$ cat config.mk
export PLATFORM = sky130hd
export DESIGN_NAME = tick_gen_multi_flat
export DESIGN_NICKNAME = d
export VERILOG_FILES = /design/src/rtl/tick_gen_multi_if.sv /design/src/rtl/tick_gen_multi.sv /design/src/flat_wrapper.sv
export SDC_FILE = /design/constraint.sdc
export NUM_CORES = 1
export LEC_CHECK = 0
export ABC_AREA = 1
export ABC_CLOCK_PERIOD_IN_PS = 15530
export BUFFER_PORTS_ARGS = -buffer_cell sky130_fd_sc_hd__buf_2
export CAP_MARGIN = 20
export CORE_MARGIN = 3
export CORE_UTILIZATION = 50
export CTS_CLUSTER_DIAMETER = 50
export DETAILED_ROUTE_END_ITERATION = 12
export PLACE_DENSITY = 0.65
export SYNTH_ARGS = -nofsm -noshare
export SYNTH_HDL_FRONTEND = slang
export SYNTH_SLANG_ARGS = --single-unit
$ cat constraint.sdc
create_clock -name clk -period 15.53 [get_ports clk]
set_clock_uncertainty 0.1 [all_clocks]
set_input_delay 0.7765 -clock clk [delete_from_list [all_inputs] [get_ports clk]]
set_output_delay 0.7765 -clock clk [all_outputs]
set_load 0.05 [all_outputs]
$ cat src/rtl/tick_gen_multi_if.sv
// Control and status bundle for the multi-channel timebase generator.
// The controller (master) drives clr/en/div_ld/div_i; the generator (slave) returns tick/sq/busy.
interface tick_gen_multi_if #(
    parameter int NUM_CH = 4,
    parameter int CNT_W  = 32
);
    logic                    clr;
    logic [NUM_CH-1:0]       en;
    logic [NUM_CH-1:0]       div_ld;
    logic [NUM_CH*CNT_W-1:0] div_i;
    logic [NUM_CH-1:0]       tick_o;
    logic [NUM_CH-1:0]       sq_o;
    logic [NUM_CH-1:0]       busy_o;

    modport master (
        output clr, en, div_ld, div_i,
        input  tick_o, sq_o, busy_o
    );

    modport slave (
        input  clr, en, div_ld, div_i,
        output tick_o, sq_o, busy_o
    );
endinterface

$ cat src/rtl/tick_gen_multi.sv
// Multi-channel programmable timebase: per-channel exact-period tick strobes and
// 50%-duty square waves, each with its own shadowed divisor, enable and load strobe.
module tick_gen_multi #(
    parameter int          NUM_CH  = 4,
    parameter int          CNT_W   = 32,
    parameter int unsigned DIV_RST = 50_000_000
) (
    input logic            clk,
    input logic            rst,
    tick_gen_multi_if.slave bus
);
    localparam logic [CNT_W-1:0] DIV_RST_V = CNT_W'(DIV_RST);
    localparam logic [CNT_W-1:0] ONE       = CNT_W'(1);

    logic [CNT_W-1:0]  cnt     [NUM_CH];
    logic [CNT_W-1:0]  div_act [NUM_CH];
    logic [NUM_CH-1:0] tick_r;
    logic [NUM_CH-1:0] sq_r;
    logic [NUM_CH-1:0] busy_r;

    always_ff @(posedge clk or posedge rst) begin
        if (rst) begin
            for (int k = 0; k < NUM_CH; k++) begin
                cnt[k]     <= '0;
                div_act[k] <= DIV_RST_V;
            end
            tick_r <= '0;
            sq_r   <= '0;
            busy_r <= '0;
        end else begin
            for (int k = 0; k < NUM_CH; k++) begin
                busy_r[k] <= bus.en[k] && (div_act[k] != '0);

                // clr wins over load for the counters, but a simultaneous load still lands.
                if (bus.clr) begin
                    cnt[k]    <= '0;
                    tick_r[k] <= 1'b0;
                    sq_r[k]   <= 1'b0;
                    if (bus.div_ld[k]) begin
                        div_act[k] <= bus.div_i[k*CNT_W +: CNT_W];
                    end
                end else if (bus.div_ld[k]) begin
                    div_act[k] <= bus.div_i[k*CNT_W +: CNT_W];
                    cnt[k]     <= '0;
                    tick_r[k]  <= 1'b0;
                end else if (bus.en[k] && (div_act[k] != '0)) begin
                    // Terminal count at D-1 gives an exact D-cycle period; D=1 ticks every cycle.
                    if (cnt[k] == div_act[k] - ONE) begin
                        cnt[k]    <= '0;
                        tick_r[k] <= 1'b1;
                        sq_r[k]   <= ~sq_r[k];
                    end else begin
                        cnt[k]    <= cnt[k] + ONE;
                        tick_r[k] <= 1'b0;
                    end
                end else begin
                    tick_r[k] <= 1'b0;
                end
            end
        end
    end

    assign bus.tick_o = tick_r;
    assign bus.sq_o   = sq_r;
    assign bus.busy_o = busy_r;
endmodule

$ cat src/flat_wrapper.sv
// flat-port wrapper written by rule: the top's interface ports become plain ports
module tick_gen_multi_flat 
#(
    parameter int          NUM_CH  = 4,
    parameter int          CNT_W   = 32,
    parameter int unsigned DIV_RST = 50_000_000
)
  (clk, rst, bus_clr, bus_en, bus_div_ld, bus_div_i, bus_tick_o, bus_sq_o, bus_busy_o);
  tick_gen_multi_if #(.NUM_CH(NUM_CH), .CNT_W(CNT_W)) bus_i ();
  input logic clk;
  input logic rst;
  input wire logic [$bits(bus_i.clr)-1:0] bus_clr;
  input wire logic [$bits(bus_i.en)-1:0] bus_en;
  input wire logic [$bits(bus_i.div_ld)-1:0] bus_div_ld;
  input wire logic [$bits(bus_i.div_i)-1:0] bus_div_i;
  output wire logic [$bits(bus_i.tick_o)-1:0] bus_tick_o;
  output wire logic [$bits(bus_i.sq_o)-1:0] bus_sq_o;
  output wire logic [$bits(bus_i.busy_o)-1:0] bus_busy_o;
  assign bus_i.clr = bus_clr;
  assign bus_i.en = bus_en;
  assign bus_i.div_ld = bus_div_ld;
  assign bus_i.div_i = bus_div_i;
  assign bus_tick_o = bus_i.tick_o;
  assign bus_sq_o = bus_i.sq_o;
  assign bus_busy_o = bus_i.busy_o;
  tick_gen_multi #(.NUM_CH(NUM_CH), .CNT_W(CNT_W), .DIV_RST(DIV_RST)) u_core (.clk(clk), .rst(rst), .bus(bus_i));
endmodule
==> results.yml, run 1 <==
timing:
  fin_crit_ns: 3.27
  relSlewSlack_pct: 37.9
  worst_pin_slew_ns: 0.927
  hold_viol: 0
  fin_ws_ns: 12.26
  finalSetupViolCount: 0
  rsz0062_at_grt: "false"
  fmax_mhz: 305
  finalCritPeriodShare_pct: 21.1
  slew_viol_final: 0
  fin_setup_tns_ns: 0
route:
  final_antenna_net_count: 0
  viasPerCell: 5.35
  drt_pass1_iterations: 6
  routedWlPerCell_um: 15.7
  wl_mm: 55.1
  routed-via-count: 18800
  drtIter0Drc: 1245
  drc_errors: 0
setup_path:
  regToRegStartpoint: "u_core.div_act[96]$_DFFE_PP0P_"
  cp-end-kind: "register"
  worstPathArrival_ns: 3.61
  cp_max_fo: 21
  cp.buffers_inverters: 2
  crit_family: "simple AND/OR/NAND/NOR gates"
  reg2reg_slack_ns: 12.26
  cp.required_ns: 15.87
  max_stage_delay_ns: 0.49
  ff2ff_path_depth: 15
  critical_path_class: "register to register"
  rr_endpoint: "u_core.cnt[126]$_DFFE_PP0P_"
  start_kind: "register"
  path_cells: "inv_1 -> ha_1 -> nand2_2 -> nor2_8 -> nand4_1 -> nor2_1 -> nand4_1 -> nand2_1 -> nor2_1 -> nand2_1 -> inv_1 -> o21ai_0 -> nor2_1 -> nand2_1 -> nand2_1"
  crit_top_cell: "nand2_1"
  slowest_stage: "inv_1"
clock_tree:
  cts_root_buf: "clkbuf_16"
  cts_hold_buf: 0
  cts_tree: "done"
  cts.sinks: 268
  clk_latency_ns: 0.55
  cts_resized: 0
  cts_setup_buffers: 0
  clkTransAtPathRegs_ns: 0.06
  cts_made_buffers: 39
  htreeDepth: 2
  cts_buffer_depth: 3
finish:
  area_growth_pct: 12.7
  final_cell_area_mm2: 0.0218
  fin_nets: 3119
  n_antenna_cell: 0
  final_layout_size_suffix_gt1_share_pct: 14.0
  fin_cells: 3513
  final_util_pct: 57.6
grt:
  grt_pass1_wl_mm: 89.6
  grt_usage_pct: 26.4
  antenna_found_initial: 0
  grt-ovfl-total: 0
  grt_pass1_vias: 17900
  grt_max_degree: 153
job:
  maxCapViolations: 0
min_path:
  hp-class: "input pin to asynchronous set/reset pin"
placement:
  placed_area_mm2: 0.0205
  portBuffers: 150
  routabilityCongestion: 0.918
  hpwl_mm: 42.0
  place_worst_setup_slack_ns: 12.03
  dp_cells: 3441
pwr:
  leakagePower_nw: 9.83
  swShare_pct: 28.5
  p_comb_share_pct: 13.8
  ir_drop_uv: 72.2
  clockPowerShare_pct: 46.0
  power_density_mw_per_mm2: 89.5
  p_seq_share_pct: 40.3
  power.switching_uw: 558
  cell_internal_pwr_mw: 1.40
floorplanning:
  start_util_pct: 51.1
  ios: 151
  dieArea_mm2: 0.0412
  die_w_um: 203
  fp.dieH_um: 203
  core_area_mm2: 0.0379
  num_rows: 71
yosys:
  syn_inst: 2842
  synth_area_per_cell_um2: 6.82
  synth-main-ff-cell: "dfrtp_1"
  synth_edf_count: 0
  async_reset_ff_share_pct: 100
  synth_cell_type_count: 51
  syn-num-nets: 2989
  yosysWarnings: 0
  synth_seq_cells: 268
  ys_seq_area_share_pct: 34.9
  syn-cell-area_mm2: 0.0194
outcome:
  outcome: "completed"
[Yosys cell counts, types with 3 or more instances]
master / instances / share of area (%)
or2_2: 14 / 0.45
nand3_1: 200 / 5.2
inv_1: 324 / 6.3
nor3_1: 42 / 1.1
nand3_2: 8 / 0.41
nor3_2: 8 / 0.41
o21ai_1: 48 / 1.2
dfrtp_1: 220 / 28
nor2_1: 381 / 7.4
mux2_2: 31 / 1.8
o211ai_1: 6 / 0.23
nand2_1: 831 / 16
ha_1: 8 / 0.52
buf_2: 13 / 0.34
nor4_1: 10 / 0.32
o22ai_1: 33 / 1.1
inv_2: 12 / 0.23
xnor3_1: 3 / 0.35
buf_1: 6 / 0.12
dfstp_2: 48 / 6.5
clkbuf_1: 38 / 0.74
buf_6: 4 / 0.23
xor2_1: 121 / 5.5
nor2_4: 12 / 0.70
o22ai_2: 10 / 0.65
xnor2_1: 59 / 2.7
o21bai_1: 5 / 0.19
nand2_2: 15 / 0.48
o21ai_0: 130 / 3.4
nand4_1: 86 / 2.8
nor2_2: 32 / 1.0
a21oi_1: 29 / 0.75
nand3b_1: 29 / 1.1
[layout by cell type, fill, tap and decap left out, types with 5 or more instances in the layout]
master,count
or2_2,14
nand3_2,8
nand2_2,15
xnor2_1,59
o21bai_1,5
o211ai_1,6
ha_1,8
dfstp_2,48
nor3_2,8
inv_1,323
nor4_1,10
nand3b_1,29
nor3_1,42
nand2_1,831
nor2_2,32
o22ai_2,10
nand3_1,200
clkbuf_16,41
nor2_1,381
mux2_2,31
buf_2,150
clkbuf_1,9
clkinv_2,5
clkbuf_8,5
o21ai_1,48
xor2_1,121
nor2_4,12
o22ai_1,33
dfrtp_1,220
o21ai_0,130
nand4_1,86
inv_2,12
a21oi_1,29
[state kept, by name, indices dropped and copies added, names as in the netlist]
signal             count
u_core.bus.sq_o        4
u_core.bus.tick_o      4
u_core.bus.busy_o      4
u_core.div_act       128
u_core.cnt           128
[through the flow]
stage                     power (mW)  hold slack, ns
after global routing            2.05           0.324
after detailed placement        1.06           0.388
after global placement          1.06           0.377
final                           1.96           0.307
after floorplan                0.982           0.353
after CTS                       1.98           0.293
[power groups by stage]
| stage | Clock, mW | Sequential [mW] | Combinational, mW |
|---|---|---|---|
| floorplan | 0 | 0.783 | 0.199 |
| global placement | 0 | 0.797 | 0.263 |
| detailed placement | 0 | 0.797 | 0.268 |
| CTS | 0.921 | 0.787 | 0.269 |
| global route | 0.947 | 0.792 | 0.307 |
| finish | 0.899 | 0.788 | 0.269 |
[layout make-up]
type | count | area, um^2
Fill cell | 3767 | 16100
Multi-Input combinational cell | 2172 | 11000
Sequential cell | 268 | 6770
Inverter | 337 | 1270
Clock buffer | 55 | 1130
Timing Repair Buffer | 154 | 813
Tap cell | 511 | 639
Clock inverter | 16 | 185
[per-layer routing]
layer | GRT usage [%] | routed length [um] | vias up
met5 | 0 | 0 | -
met4 | 8.54 | 1500 | 0
met3 | 3.58 | 2900 | 108
met2 | 42.7 | 25400 | 524
met1 | 36.8 | 25300 | 8799
li1 | - | - | 9361
[worst max-delay path by stage]
stage                                      to  cells after the start  slack (ns)                      startpoint
6_report          u_core.cnt[126]$_DFFE_PP0P_                     15       12.26  u_core.div_act[96]$_DFFE_PP0P_
5_1_grt            u_core.cnt[13]$_DFFE_PP0P_                     15       11.96   u_core.div_act[0]$_DFFE_PP0P_
4_1_cts            u_core.cnt[27]$_DFFE_PP0P_                     11       12.02   u_core.div_act[0]$_DFFE_PP0P_
3_5_place_dp       u_core.cnt[95]$_DFFE_PP0P_                      9       12.03                   bus_div_ld[1]
3_3_place_gp       u_core.cnt[95]$_DFFE_PP0P_                      9       12.07                   bus_div_ld[1]
2_1_floorplan  u_core.bus.busy_o[0]$_DFF_PP0_                      1        7.35                             rst
[kinds of logic after synthesis]
logic type	Yosys count	synth area share, %
multiplexers	31	1.80
flip-flops	268	34.9
adder cells (fa/ha/maj)	8	0.517
AND/OR/NAND/NOR	1682	38.3
buffers and inverters	402	8.13
XOR/XNOR	183	8.49
AO/OA/AOI/OAI	268	7.81
No activity file was read; power rests on OpenSTA's default activity.
==> inputs of run 2 (changes only) <==
--- a/config.mk
+++ b/config.mk
@@ -6,7 +6,7 @@
 export NUM_CORES = 1
 export LEC_CHECK = 0
 export ABC_AREA = 1
-export ABC_CLOCK_PERIOD_IN_PS = 15530
+export ABC_CLOCK_PERIOD_IN_PS = 3050
 export BUFFER_PORTS_ARGS = -buffer_cell sky130_fd_sc_hd__buf_2
 export CAP_MARGIN = 20
 export CORE_MARGIN = 3
==> constraint.sdc (replaced) <==
create_clock -name clk -period 3.05 [get_ports clk]
set_clock_uncertainty 0.1 [all_clocks]
set_input_delay 0.1525 -clock clk [delete_from_list [all_inputs] [get_ports clk]]
set_output_delay 0.1525 -clock clk [all_outputs]
set_load 0.05 [all_outputs]
==> run 2 against run 1 <==
  * The run now ends with design-rule violations left
  * Sequential share of layout area fell by 2.2 points
  * Setup slack worse by 12 ns
  * Final area increased by 7.5%
  * Combinational power grew to 5.8 times the previous value
  * Routed wire length up 4.6%
  * Critical endpoint is now u_core.cnt[96]$_DFFE_PP0P_
  * Cell count grew 4.6%
  * Via count is 3.8% higher
  * Largest cell class unchanged
  * Highest routed layer unchanged
==> results.yml, run 2 (synthesis gave the netlist of run 1 again) <==
timing:
  hold_viol: 0
  fmax_mhz: 357
  finalCritPeriodShare_pct: 91.9
  finalSetupViolCount: 0
  slew_viol_final: 0
  worst_pin_slew_ns: 0.980
  fin_crit_ns: 2.80
  relSlewSlack_pct: 34.4
  rsz0062_at_grt: "true"
setup_path:
  cp.buffers_inverters: 2
  cp_max_fo: 32
  critical_path_class: "register to register"
  worstPathArrival_ns: 3.11
  slowest_stage: "dfrtp_1"
  cp-end-kind: "register"
  max_stage_delay_ns: 0.39
  crit_top_cell: "nand3_1"
  start_kind: "register"
  ff2ff_path_depth: 15
  cp.required_ns: 3.36
  crit_family: "simple AND/OR/NAND/NOR gates"
  path_cells: "inv_1 -> ha_2 -> nand2_2 -> nor2_8 -> nand3_1 -> xor2_1 -> nor2_1 -> nand3_1 -> nor2_1 -> nand2_1 -> nor2_2 -> nand2_2 -> buf_4 -> nand3_1 -> o21ai_1"
  cp_num_cells: 15
route:
  drtIter0Drc: 1333
  maxUsedRoutingLayer: "met4"
  viasPerCell: 5.31
  wl_met1_mm: 25.7
  wl_met2_mm: 26.7
  drt_pass1_iterations: 10
  final_antenna_net_count: 0
  drc_errors: 1
  routedWlPerCell_um: 15.7
  wl_met3_mm: 3.42
  wl_mm: 57.6
  routed-via-count: 19500
clock_tree:
  cts_made_buffers: 40
  clk_latency_ns: 0.55
  cts.sinks: 268
  clkTransAtPathRegs_ns: 0.06
  cts_buffer_depth: 3
  cts_tree: "done"
  htreeDepth: 2
  cts_root_buf: "clkbuf_16"
floorplanning:
  ios: 151
  start_util_pct: 51.1
  num_rows: 71
  die_w_um: 203
  dieArea_mm2: 0.0412
  core_area_mm2: 0.0379
  fp.dieH_um: 203
grt:
  grt_pass1_wl_mm: 94.8
  antenna_found_initial: 1
  grt-ovfl-total: 0
  grt_usage_pct: 27.9
  grt_pass1_vias: 19000
  grt_max_degree: 77
pwr:
  p_comb_share_pct: 14.9
  clockPowerShare_pct: 46.3
  leakagePower_nw: 10.5
  power.switching_mw: 2.95
  p_seq_share_pct: 38.7
  power_mw: 10.3
  swShare_pct: 28.6
  power_density_mw_per_mm2: 441
  cell_internal_pwr_mw: 7.39
  ir_drop_uv: 385
finish:
  fin_nets: 3280
  final_util_pct: 61.9
  final_cell_mix: "nand2_1, nor2_1, inv_1"
  final_cell_area_mm2: 0.0235
  fill_cells: 3512
  mostFrequentLayoutCell: "nand2_1"
  area_growth_pct: 21.2
  largest_registers: "u_core.cnt (128), u_core.div_act (128)"
  final_layout_size_suffix_gt1_share_pct: 14.3
placement:
  hpwl_mm: 42.7
  placed_area_mm2: 0.0207
  portBuffers: 150
  routabilityCongestion: 0.960
outcome:
  outcome: "complete, but fails checks"
  failed_checks: "design-rule violations"
job:
  maxCapViolations: 0
min_path:
  hold-path-cell-count: 4
  hp-class: "input pin to register"
## run 2: cell types whose count changed in the layout (fill, tap and decap cells not counted), moves of 2 or more
cell	before	now
dlygate4sd3_1	0	138
nand2_4	2	4
buf_4	2	23
clkbuf_1	9	4
clkinv_4	2	7
buf_12	1	3
clkbuf_8	5	7
## run 2: final timing paths
kind | from | to | slack (ns)
hold / removal | bus_div_ld[1] | u_core.div_act[76]$_DFFE_PP1P_ | 0.04
hold reg to reg | u_core.div_act[20]$_DFFE_PP1P_ | u_core.div_act[20]$_DFFE_PP1P_ | 0.39
setup reg to reg | u_core.div_act[96]$_DFFE_PP0P_ | u_core.cnt[96]$_DFFE_PP0P_ | 0.25
max in group asynchronous | rst | u_core.div_act[103]$_DFFE_PP1P_ | 1.84
min in group asynchronous | rst | u_core.div_act[61]$_DFFE_PP0P_ | 0.15
setup / recovery | u_core.div_act[96]$_DFFE_PP0P_ | u_core.cnt[96]$_DFFE_PP0P_ | 0.25
## run 2: metal layers
metal / vias up / GRT usage (%)
met5: - / 0
met2: 600 / 46.1
met3: 132 / 3.98
met1: 9080 / 37.8
li1: 9689 / -
met4: 0 / 9.23
## run 2: layout make-up
type / count / area (um^2) / area share, %
Timing Repair Buffer: 314 / 2360 / 10.1
Clock buffer: 52 / 1140 / 4.84
Tap cell: 511 / 639 / 2.72
Multi-Input combinational cell: 2172 / 11100 / 47.1
Antenna cell: 1 / 2.50 / 0.0107
Inverter: 337 / 1270 / 5.42
Clock inverter: 20 / 248 / 1.05
Sequential cell: 268 / 6770 / 28.8
## run 2: repair_timing
action	4_1_cts	5_1_grt
endpoints found under the setup margin	0	40
hold buffers	138	0
endpoints found under the hold margin	169	0
gates resized for setup	0	6
setup buffers	0	3
## run 2: worst min-delay path, stage by stage
cell and delay (ns):
buf_2 0.11, buf_4 0.26, nand2_1 0.11, nand2_1 0.05
## run 2: per-stage QoR
stage	setup TNS [ns]	instances	hold slack, ns	worst slack [ns]
2_1_floorplan	-154.61	2842	0.119	-0.703
3_3_place_gp	0	3461	0.182	0.306
3_5_place_dp	0	3461	0.183	0.215
4_1_cts	0	3671	0.0387	0.202
5_1_grt	-0.0103	3675	0.0940	-0.00769
6_report	0	3675	0.0434	0.248
## run 2: power groups by stage
stage                     Sequential (mW)  Combinational, mW  Clock [mW]
after floorplan                      3.99               1.01           0
after detailed placement             4.06               1.39           0
final                                4.01               1.55        4.79
after global placement               4.06               1.37           0
after CTS                            4.00               1.53        4.90
after global routing                 4.03               1.74        5.06
==> inputs of run 3 (changes only) <==
--- a/config.mk
+++ b/config.mk
@@ -5,7 +5,6 @@
 export SDC_FILE = /design/constraint.sdc
 export NUM_CORES = 1
 export LEC_CHECK = 0
-export ABC_AREA = 1
 export ABC_CLOCK_PERIOD_IN_PS = 3050
 export BUFFER_PORTS_ARGS = -buffer_cell sky130_fd_sc_hd__buf_2
 export CAP_MARGIN = 20
@@ -13,7 +12,7 @@
 export CORE_UTILIZATION = 50
 export CTS_CLUSTER_DIAMETER = 50
 export DETAILED_ROUTE_END_ITERATION = 12
-export PLACE_DENSITY = 0.65
+export PLACE_DENSITY = 0.66
 export SYNTH_ARGS = -nofsm -noshare
 export SYNTH_HDL_FRONTEND = slang
 export SYNTH_SLANG_ARGS = --single-unit
==> run 3 against run 2 <==
  * The flow finishes with violations (negative setup slack)
  * First-iteration DRC count shrank 14%
  * Cell count decreased by 18%
  * Critical path depth down 5
  * Via count fell by 9.1%
  * Sequential power decreased by 1%
==> results.yml, run 3 <==
finish:
  register_area_mm2: 0.00677
  final_cell_area_mm2: 0.0261
  mostFrequentLayoutCell: "buf_4"
  multiInputGateArea_mm2: 0.0115
  fill_cells: 2212
  fin_nets: 2667
  final_layout_size_suffix_gt1_share_pct: 41.4
  largest_registers: "u_core.cnt (128), u_core.div_act (128)"
  final_cell_mix: "buf_4, dfrtp_1, nand2_1"
  area_growth_pct: 51.9
  fin_cells: 3001
  final_util_pct: 77.3
route:
  wl_mm: 58.5
  final_antenna_net_count: 0
  drc_errors: 0
  routed-via-count: 17700
  routedWlPerCell_um: 19.5
  viasPerCell: 5.91
  drtIter0Drc: 1141
  drt_pass1_iterations: 5
clock_tree:
  clkTransAtPathRegs_ns: 0.06
  cts_root_buf: "clkbuf_16"
  cts_made_buffers: 38
  cts_buffer_depth: 3
  cts_tree: "done"
  clk_latency_ns: 0.55
  htreeDepth: 2
  cts.sinks: 268
setup_path:
  cp_max_fo: 6
  cp.required_ns: 3.37
  start_kind: "register"
  critical_path_class: "register to register"
  worstPathArrival_ns: 4.01
  cp-end-kind: "register"
yosys:
  synth_area_leaders: "dfrtp_1, mux2_2, dfstp_2"
  yosysWarnings: 0
  ys_seq_area_share_pct: 39.5
  synth-main-ff-cell: "dfrtp_1"
  synth_common_cells: "dfrtp_1, nand2_1, nor2_1"
  synth_cell_type_count: 79
  syn-num-nets: 2036
  async_reset_ff_share_pct: 100
  synth_seq_cells: 268
  yosysTopAreaCell: "dfrtp_1"
  synth_edf_count: 0
  synth_area_per_cell_um2: 9.08
  yosysTopAreaCellShare_pct: 32.1
  syn_inst: 1889
  yosys.cell_count.top_type: "dfrtp_1"
  syn-cell-area_mm2: 0.0171
floorplanning:
  num_rows: 67
  dieArea_mm2: 0.0366
  fp.dieH_um: 191
  core_area_mm2: 0.0337
  ios: 151
  die_w_um: 191
  start_util_pct: 50.9
timing:
  slew_viol_final: 0
  fin_ws_ns: -0.642
  fin_crit_ns: 3.69
  rsz0062_at_grt: "true"
  hold_viol: 0
  finalSetupViolCount: 124
  hold_slack_ns: 0.0534
  finalCritPeriodShare_pct: 121
  relSlewSlack_pct: 43.5
  fmax_mhz: 271
  fin_setup_tns_ns: -37.93
  worst_pin_slew_ns: 0.848
placement:
  routabilityCongestion: 0.915
  portBuffers: 150
  hpwl_mm: 36.9
  dp_cells: 2729
  placed_area_mm2: 0.0211
  place_worst_setup_slack_ns: -0.613
pwr:
  power_mw: 10.5
  power_density_mw_per_mm2: 404
  leakagePower_nw: 10.8
  ir_drop_uv: 518
outcome:
  outcome: "complete, but fails checks"
  failed_checks: "negative setup slack"
grt:
  grt-ovfl-total: 0
  antenna_found_initial: 2
  grt_pass1_wl_mm: 89.9
  grt_max_degree: 78
  grt_pass1_vias: 17800
  grt_usage_pct: 30.2
min_path:
  hp-class: "input pin to register"
job:
  maxCapViolations: 0
==> run 3: final timing paths <==
kind	startpoint	to	slack, ns	depth (start not counted)
worst max-delay path	u_core.div_act[50]$_DFFE_PP0P_	u_core.cnt[38]$_DFFE_PP0P_	-0.64	10
worst min-delay path	bus_en[2]	u_core.bus.sq_o[2]$_DFFE_PP0P_	0.05	6
worst max register to register	u_core.div_act[50]$_DFFE_PP0P_	u_core.cnt[38]$_DFFE_PP0P_	-0.64	10
worst min register to register	u_core.div_act[127]$_DFFE_PP0P_	u_core.div_act[127]$_DFFE_PP0P_	0.46	1
max in group asynchronous	rst	u_core.div_act[84]$_DFFE_PP1P_	1.81	4
min in group asynchronous	rst	u_core.bus.tick_o[0]$_DFF_PP0_	0.16	3
==> run 3: final cells by class <==
type | count | share of cell area [%]
Tap cell | 448 | 2.15
Clock inverter | 22 | 0.879
Clock buffer | 48 | 4.03
Timing Repair Buffer | 688 | 21.9
Multi-Input combinational cell | 1468 | 44.3
Sequential cell | 268 | 26.0
Antenna cell | 3 | 0.0288
Inverter | 56 | 0.821
==> run 3: power by group <==
part	switching, mW	internal (mW)
Combinational	1.02	1.09
Clock	1.80	2.66
Sequential	0.178	3.78
Total	3.00	7.53
==> run 3: repair_timing <==
| item | CTS | global route |
|---|---|---|
| setup buffers | 43 | 17 |
| hold buffers | 136 | 0 |
| gates resized for setup | 188 | 160 |
| hold endpoints to repair | 167 | 0 |
| setup endpoints to repair | 132 | 136 |
| cloned | 15 | 2 |
| pin swaps | 54 | 71 |
==> run 3: cells by family after synthesis <==
kind of cell,synth area share (%)
compound gates,13.6
xor+xnor,9.14
fa+ha+maj,0.584
buf+inv,3.50
flops,39.5
mux,7.90
simple gates,25.8
==> run 3: critical path, stage by stage (launching register included) <==
cell,delay [ns]
dfrtp_1,0.38
or3_4,0.36
or4b_4,0.54
a2111oi_4,0.39
o2111ai_2,0.14
or4_4,0.50
or4_4,0.53
buf_4,0.18
nand3_4,0.10
nor3_1,0.07
a211o_1,0.27
==> run 3: per-layer routing <==
metal / share of wire, % / up-vias / GRT usage (%) / wire (um)
met5: 0 / - / 0 / 0
met4: 3.7 / 0 / 11.1 / 2160
met3: 5.5 / 179 / 4.40 / 3210
met2: 49 / 645 / 52.3 / 28900
met1: 41 / 8677 / 38.4 / 24200
li1: - / 8231 / - / -
